`config.mk`:
```
export PLATFORM = sky130hd
export DESIGN_NAME = data_bram_reader_flat
export DESIGN_NICKNAME = d
export VERILOG_FILES = /design/src/rtl/dnn_accel_pkg.sv /design/src/rtl/data_bram_reader_if.sv /design/src/rtl/data_word_unpacker.sv /design/src/rtl/data_bram_reader.sv /design/src/flat_wrapper.sv
export SDC_FILE = /design/constraint.sdc
export NUM_CORES = 1
export LEC_CHECK = 0
export BUFFER_PORTS_ARGS = -buffer_cell sky130_fd_sc_hd__buf_2
export CORE_MARGIN = 10
export CORE_UTILIZATION = 45
export CTS_BUF_LIST = sky130_fd_sc_hd__clkbuf_16
export CTS_CLUSTER_SIZE = 28
export DETAILED_ROUTE_END_ITERATION = 16
export MAX_ROUTING_LAYER = met4
export PLACE_DENSITY = 0.69
export SLEW_MARGIN = 20
export SYNTH_ARGS = -nofsm -noshare
export SYNTH_HDL_FRONTEND = slang
export SYNTH_SLANG_ARGS = --single-unit
```
`constraint.sdc`:
```
create_clock -name clk -period 4.3 [get_ports clk]
set_input_delay 0.215 -clock clk [delete_from_list [all_inputs] [get_ports clk]]
set_output_delay 0.215 -clock clk [all_outputs]
set_load 0.01 [all_outputs]
```
`src/rtl/dnn_accel_pkg.sv`:
```
// Shared definitions for the accelerator data path: default widths,
// reader FSM state encoding and the bytes-per-word helper.
package dnn_accel_pkg;

  localparam int DATA_WIDTH_DEF = 32;
  localparam int ADDR_WIDTH_DEF = 32;
  localparam int BYTE_WIDTH_DEF = 8;
  localparam int LEN_WIDTH_DEF  = 16;

  // Number of output elements carried by one BRAM word
  function automatic int calc_bytes_per_word(input int dw, input int bw);
    return dw / bw;
  endfunction

  localparam int BYTES_PER_WORD = calc_bytes_per_word(DATA_WIDTH_DEF, BYTE_WIDTH_DEF);

  typedef enum logic [2:0] {
    ST_IDLE = 3'd0,
    ST_REQ  = 3'd1,
    ST_CAPT = 3'd2,
    ST_EMIT = 3'd3,
    ST_DONE = 3'd4
  } rd_state_t;

endpackage

```
`src/rtl/data_bram_reader_if.sv`:
```
// Bundle of the command, BRAM read-port and byte-stream signals of the
// data BRAM reader. master = the reader, slave = its environment.
interface data_bram_reader_if #(
  parameter int DATA_WIDTH = 32,
  parameter int ADDR_WIDTH = 32,
  parameter int BYTE_WIDTH = 8,
  parameter int LEN_WIDTH  = 16
) ();

  logic                  istart;
  logic [ADDR_WIDTH-1:0] ibase;
  logic [LEN_WIDTH-1:0]  ilen;
  logic [ADDR_WIDTH-1:0] ordaddr;
  logic [DATA_WIDTH-1:0] irddat;
  logic [BYTE_WIDTH-1:0] odat;
  logic                  ovalid;
  logic                  iready;
  logic                  obusy;
  logic                  odone;

  modport master (
    input  istart, ibase, ilen, irddat, iready,
    output ordaddr, odat, ovalid, obusy, odone
  );

  modport slave (
    output istart, ibase, ilen, irddat, iready,
    input  ordaddr, odat, ovalid, obusy, odone
  );

endinterface

```
`src/rtl/data_word_unpacker.sv`:
```
// Holds one captured BRAM word and presents it byte by byte (little-endian)
// on a valid/ready stream. Reports when the last byte of the word is taken.
module data_word_unpacker #(
  parameter int DATA_WIDTH = 32,
  parameter int BYTE_WIDTH = 8
) (
  input  logic                  clk,
  input  logic                  rst,
  input  logic                  i_load,
  input  logic [DATA_WIDTH-1:0] i_word,
  input  logic                  i_ready,
  output logic [BYTE_WIDTH-1:0] o_dat,
  output logic                  o_valid,
  output logic                  o_last_acc
);

  // DATA_WIDTH is expected to be an exact multiple of BYTE_WIDTH
  localparam int BPW   = DATA_WIDTH / BYTE_WIDTH;
  localparam int IDX_W = (BPW > 1) ? $clog2(BPW) : 1;

  logic [DATA_WIDTH-1:0] r_word;
  logic [IDX_W-1:0]      r_idx;
  logic [BYTE_WIDTH-1:0] r_dat;
  logic                  r_valid;

  logic [BYTE_WIDTH-1:0] w_bytes [BPW];
  logic [IDX_W-1:0]      w_next_idx;
  logic                  w_fire;
  logic                  w_is_last;

  genvar g;
  for (g = 0; g < BPW; g++) begin : g_bytes
    assign w_bytes[g] = r_word[g*BYTE_WIDTH +: BYTE_WIDTH];
  end

  assign w_next_idx = r_idx + IDX_W'(1);
  assign w_fire     = r_valid & i_ready;
  assign w_is_last  = (r_idx == IDX_W'(BPW - 1));

  assign o_dat      = r_dat;
  assign o_valid    = r_valid;
  assign o_last_acc = w_fire & w_is_last;

  // Word load, byte advance on handshake, hold everything under backpressure
  always_ff @(posedge clk) begin
    if (rst) begin
      r_word  <= '0;
      r_idx   <= '0;
      r_dat   <= '0;
      r_valid <= 1'b0;
    end else if (i_load) begin
      r_word  <= i_word;
      r_idx   <= '0;
      r_dat   <= i_word[BYTE_WIDTH-1:0];
      r_valid <= 1'b1;
    end else if (w_fire) begin
      if (w_is_last) begin
        r_idx   <= '0;
        r_dat   <= '0;
        r_valid <= 1'b0;
      end else begin
        r_idx   <= w_next_idx;
        r_dat   <= w_bytes[w_next_idx];
        r_valid <= 1'b1;
      end
    end else begin
      r_word  <= r_word;
      r_idx   <= r_idx;
      r_dat   <= r_dat;
      r_valid <= r_valid;
    end
  end

endmodule

```
`src/rtl/data_bram_reader.sv`:
```
// Read-side initiator for the data BRAM: walks a run of consecutive word
// addresses, captures each word one cycle after presenting its address,
// and hands it to the unpacker for byte serialization.
module data_bram_reader
  import dnn_accel_pkg::*;
#(
  parameter int DATA_WIDTH = DATA_WIDTH_DEF,
  parameter int ADDR_WIDTH = ADDR_WIDTH_DEF,
  parameter int BYTE_WIDTH = BYTE_WIDTH_DEF,
  parameter int LEN_WIDTH  = LEN_WIDTH_DEF
) (
  input  logic              clk,
  input  logic              rst,
  data_bram_reader_if.master bus
);

  rd_state_t             r_state;
  logic [ADDR_WIDTH-1:0] r_addr;
  logic [LEN_WIDTH-1:0]  r_remaining;
  logic                  r_busy;
  logic                  r_done;

  logic                  w_load;
  logic                  w_last_acc;
  logic [BYTE_WIDTH-1:0] w_dat;
  logic                  w_valid;

  // The BRAM word is on irddat during CAPT (address was sampled at REQ's closing edge)
  assign w_load = (r_state == ST_CAPT);

  data_word_unpacker #(
    .DATA_WIDTH (DATA_WIDTH),
    .BYTE_WIDTH (BYTE_WIDTH)
  ) u_unpacker (
    .clk        (clk),
    .rst        (rst),
    .i_load     (w_load),
    .i_word     (bus.irddat),
    .i_ready    (bus.iready),
    .o_dat      (w_dat),
    .o_valid    (w_valid),
    .o_last_acc (w_last_acc)
  );

  assign bus.ordaddr = r_addr;
  assign bus.odat    = w_dat;
  assign bus.ovalid  = w_valid;
  assign bus.obusy   = r_busy;
  assign bus.odone   = r_done;

  // Transfer FSM with address/count tracking and registered busy/done flags
  always_ff @(posedge clk) begin
    if (rst) begin
      r_state     <= ST_IDLE;
      r_addr      <= '0;
      r_remaining <= '0;
      r_busy      <= 1'b0;
      r_done      <= 1'b0;
    end else begin
      case (r_state)
        ST_IDLE: begin
          r_done <= 1'b0;
          if (bus.istart) begin
            if (bus.ilen == '0) begin
              // Empty run: no address is issued, just a completion pulse
              r_remaining <= '0;
              r_busy      <= 1'b0;
              r_done      <= 1'b1;
              r_state     <= ST_DONE;
            end else begin
              r_addr      <= bus.ibase;
              r_remaining <= bus.ilen;
              r_busy      <= 1'b1;
              r_state     <= ST_REQ;
            end
          end else begin
            r_busy  <= 1'b0;
            r_state <= ST_IDLE;
          end
        end
        ST_REQ: begin
          r_state <= ST_CAPT;
        end
        ST_CAPT: begin
          r_state <= ST_EMIT;
        end
        ST_EMIT: begin
          if (w_last_acc) begin
            r_remaining <= r_remaining - LEN_WIDTH'(1);
            if (r_remaining > LEN_WIDTH'(1)) begin
              // Address wraps modulo 2^ADDR_WIDTH by plain overflow
              r_addr  <= r_addr + ADDR_WIDTH'(1);
              r_state <= ST_REQ;
            end else begin
              r_busy  <= 1'b0;
              r_done  <= 1'b1;
              r_state <= ST_DONE;
            end
          end else begin
            r_state <= ST_EMIT;
          end
        end
        ST_DONE: begin
          // A start seen here is deliberately dropped
          r_done  <= 1'b0;
          r_busy  <= 1'b0;
          r_state <= ST_IDLE;
        end
        default: begin
          r_busy  <= 1'b0;
          r_done  <= 1'b0;
          r_state <= ST_IDLE;
        end
      endcase
    end
  end

endmodule

```
`src/flat_wrapper.sv`:
```
// flat-port wrapper written by rule: the top's interface ports become plain ports
module data_bram_reader_flat import dnn_accel_pkg::*;
#(
  parameter int DATA_WIDTH = DATA_WIDTH_DEF,
  parameter int ADDR_WIDTH = ADDR_WIDTH_DEF,
  parameter int BYTE_WIDTH = BYTE_WIDTH_DEF,
  parameter int LEN_WIDTH  = LEN_WIDTH_DEF
)
  (clk, rst, bus_istart, bus_ibase, bus_ilen, bus_irddat, bus_iready, bus_ordaddr, bus_odat, bus_ovalid, bus_obusy, bus_odone);
  data_bram_reader_if #(.DATA_WIDTH(DATA_WIDTH), .ADDR_WIDTH(ADDR_WIDTH), .BYTE_WIDTH(BYTE_WIDTH), .LEN_WIDTH(LEN_WIDTH)) bus_i ();
  input  logic clk;
  input  logic rst;
  input wire logic [$bits(bus_i.istart)-1:0] bus_istart;
  input wire logic [$bits(bus_i.ibase)-1:0] bus_ibase;
  input wire logic [$bits(bus_i.ilen)-1:0] bus_ilen;
  input wire logic [$bits(bus_i.irddat)-1:0] bus_irddat;
  input wire logic [$bits(bus_i.iready)-1:0] bus_iready;
  output wire logic [$bits(bus_i.ordaddr)-1:0] bus_ordaddr;
  output wire logic [$bits(bus_i.odat)-1:0] bus_odat;
  output wire logic [$bits(bus_i.ovalid)-1:0] bus_ovalid;
  output wire logic [$bits(bus_i.obusy)-1:0] bus_obusy;
  output wire logic [$bits(bus_i.odone)-1:0] bus_odone;
  assign bus_i.istart = bus_istart;
  assign bus_i.ibase = bus_ibase;
  assign bus_i.ilen = bus_ilen;
  assign bus_i.irddat = bus_irddat;
  assign bus_i.iready = bus_iready;
  assign bus_ordaddr = bus_i.ordaddr;
  assign bus_odat = bus_i.odat;
  assign bus_ovalid = bus_i.ovalid;
  assign bus_obusy = bus_i.obusy;
  assign bus_odone = bus_i.odone;
  data_bram_reader #(.DATA_WIDTH(DATA_WIDTH), .ADDR_WIDTH(ADDR_WIDTH), .BYTE_WIDTH(BYTE_WIDTH), .LEN_WIDTH(LEN_WIDTH)) u_core (.clk(clk), .rst(rst), .bus(bus_i));
endmodule
```
==> results.md <==
* Result of the run: completed
* PD cells at 378 nW/um^2
* Cts hold-fix bufs at 0
* Post-place instance area at 5710 sq um
* Hold depth at 3
* Post-Route WL at 15,700 um
* Clk_skew at 6.52 ps
* Fmax at 0.384 GHz
* Synth cell types at 52
* Vias at 5,409
* Crit Path Category: register to register
* Fraction of power spent switching nets at 30.2%
* Vias/cell at 5.98
* Synth area leader: dfxtp_1
* Skew-Pair Late Insertion Delay at 350 ps
* Startpoint Class: register
* Die Height at 126 um
* Port bufs at 126
* Pin count of the biggest net entering global routing at 83
* Area growth syn-to-layout at 19.4%
* WP depth at 7
* Worst hold path class: input pin to register
* Top cell type's share of synthesized area at 38.2%
* Clock power share at 35.2%
* Boundary Pins at 127
* Crit-path cells: ha_1 -> and4_1 -> nand2_1 -> o21ai_1 -> and2_1 -> a21oi_1 -> a211oi_1
* Register area share after synthesis at 38.2%
* YS warnings at 0
* CP Data Arrival Time at 2870 ps
* Drt pass-1 iters at 5
* Endpoint class of the critical path: register
* CTS sink count at 96
* DRC at 0
* Reg2Reg Launch Point: u_core.u_unpacker.r_idx[0]
* CTS clk-pin slew, worst paths at 70 ps
* Post-synth EDFFs at 0
* Antenna cell count at 0
* First-pass GRT wire length at 24,900 um
* Max IR drop VDD at 177 uV
* HP Start: bus_irddat[16]
* Worst Hold End: u_core.u_unpacker.r_word[16]
* RSZ-0062 raised after global routing: false
* Die width at 126 um
* Number of DRC markers in iteration 0 at 460
* Final Cycle Share at 60.6%
* Post-CTS setup buffer count at 0
* Max-slew violation count at 0
* Seq cells post-synth at 96
* Row cnt at 38
* Dpl hpwl at 11,000 um
* Clk buf depth at 2
* Post-CTS Resized at 0
* Delay-heaviest family, CP: simple AND/OR/NAND/NOR gates
* Core ar. at 10,900 sq um
* Post-synthesis instance total at 665
* Slowest CP cell: and2_1
* Worst r2r dst: u_core.bus.ordaddr[14]
* Asr flop ratio synth at 0%
* Root Buffer: clkbuf_16
* CP max FO at 26
* Synth top area cells: dfxtp_1 38%, nand2_1 9.9%, a21oi_1 9.8%
* Min Tclk post-route at 2610 ps
* Mean Syn Cell Area at 7.56 sq um
* Total gr overflow at 0
* Max-Cap Viols at 0
* Die ar. at 15,800 sq um
* Setup Viol. Count Final at 0
* Starting Density at 46.2%
* Top_reg_cell synth: dfxtp_1
* WP data required at 4560 ps
* Gate power share at 19.3%
* Via count of the first global-routing pass at 4,905
* Reg2reg setup slack at 1690 ps
* Reg power frac at 45.6%
* FILL cells at 1,046
* Initial antenna violation count at 0
* DR WL/cell at 17.4 um
* Final GP Congestion at 0.879
* Pint at 1.58 mW
* Syn Nets at 753
* Slowest Stage Delay on Critical Path at 870 ps
* TritonCTS clock tree: done
* Seq. cell area at 1920 sq um
* Routed Antenna Nets at 0
* Worst-Margin Slew at 1020 ps
* CP bufs+invs at 0
* Worst Reg2Reg Path Length in Cells at 7
* Area of the mapped netlist at 5030 sq um
* Multi-input logic area at 2890 sq um
* Switching Power at 686 uW
* TNS Setup at 0 ps
* Fraction of layout cells with a size suffix above 1 at 21.9%
* Design area at 6000 sq um
* Cts bufs inserted at 9
* Lkg Pwr at 2.34 nW
* Max H-tree Level at 3
* Fin nets at 848
* Slew margin rel. at 32.3%
* Tot GR Track Use at 19.1%
* Hold Vio Cnt, Final at 0
[cell usage in the layout (no fill, tap or decap), types with 9 or more instances in the layout]
master	instances
and3_1	9
nor3_1	29
buf_2	125
a211oi_1	14
nand2b_1	9
o21ai_0	38
nand2_1	132
nand3_1	18
a221oi_1	10
clkbuf_16	9
a21oi_1	98
a31oi_1	9
nor2_1	38
buf_4	12
nor4_1	11
dfxtp_1	96
[per-layer routing]
metal / up-vias / share of wire, % / track usage (%)
li1: 2621 / - / -
met1: 2532 / 45 / 24.8
met2: 225 / 46 / 28.9
met3: 31 / 6.5 / 3.36
met4: 0 / 2.4 / 7.52
met5: - / 0 / -
[kinds of logic after synthesis]
| group | Yosys count | share of synthesized area (%) |
|---|---|---|
| AO/OA/AOI/OAI | 211 | 25.3 |
| adder cells (fa/ha/maj) | 4 | 0.995 |
| buffers and inverters | 58 | 4.48 |
| flip-flops | 96 | 38.2 |
| multiplexers | 9 | 3.78 |
| AND/OR/NAND/NOR | 287 | 27.2 |
[cells in the mapped netlist (2+ instances only)]
master    number
o21ai_0       38
a32o_1         4
a211oi_1      14
nor3_1        29
dfxtp_1       96
nor4_1        11
ha_1           4
nor3b_1        2
or2_2          2
inv_1          5
a22oi_1        3
o22ai_1        7
nor2b_1        4
nor2_1        38
buf_1          3
and3_1         9
buf_2          6
mux4_2         8
and2_1         5
nand3b_1       4
o41ai_1        2
o31ai_1        6
a21o_1         3
a21oi_1       98
nand3_1       18
nand2b_1       9
and4_1         5
nand4_1        8
o32ai_1        8
a221oi_1      10
clkbuf_1      44
nand2_1      132
a31oi_1        9
or3_1          3
[worst max-delay path by stage]
stage | start | endpoint
final | u_core.u_unpacker.r_idx[0] | u_core.bus.ordaddr[14]
after global routing | u_core.u_unpacker.r_idx[1] | u_core.bus.ordaddr[12]
after CTS | u_core.u_unpacker.r_idx[1] | u_core.bus.ordaddr[14]
after detailed placement | u_core.u_unpacker.r_idx[1] | u_core.bus.ordaddr[14]
after global placement | bus_ilen[1] | u_core.bus.ordaddr[9]
after floorplan | u_core.bus.ordaddr[8] | u_core.bus.ordaddr[27]
[cell type report]
cell class | instances | area share (%)
multi-input combinational | 511 | 48.1
sequential | 96 | 32.0
timing repair buffer | 137 | 11.9
clock buffer | 9 | 3.75
tap | 140 | 2.92
clock inverter | 6 | 1.04
inverter | 5 | 0.313
[flip-flops by register name, summed over array words and instances (netlist names)]
register	flops
u_core.bus.ordaddr	32
u_core.u_unpacker.r_word	32
u_core.r_remaining	16
u_core.u_unpacker.o_dat	8
u_core.r_state	3
u_core.u_unpacker.r_idx	2
u_core.bus.obusy	1
u_core.bus.odone	1
u_core.u_unpacker.o_valid	1
[per-stage QoR]
stage	power [mW]	worst slack, ps	utilization [%]	instances	hold slack [ps]
2_1_floorplan	1.32	2170	-	665	351
3_3_place_gp	1.47	1830	52.5	889	439
3_5_place_dp	1.49	1770	52.5	889	448
4_1_cts	2.28	1750	55.1	904	89.9
5_1_grt	2.36	1500	55.1	904	105
6_report	2.27	1690	55.1	904	99.3
[power by group through the flow]
stage / Sequential (mW) / Combinational (mW) / Clock (mW)
2_1_floorplan: 1.05 / 0.270 / 0
3_3_place_gp: 1.05 / 0.425 / 0
3_5_place_dp: 1.05 / 0.434 / 0
4_1_cts: 1.03 / 0.436 / 0.808
5_1_grt: 1.04 / 0.486 / 0.835
6_report: 1.03 / 0.437 / 0.797
[worst reg2reg max path: stages (launching register included)]
cell	delay [ps]
dfxtp_1	340
ha_1	210
and4_1	320
nand2_1	100
o21ai_1	270
and2_1	870
a21oi_1	160
a211oi_1	250
Power figures use the tool's default switching activity.
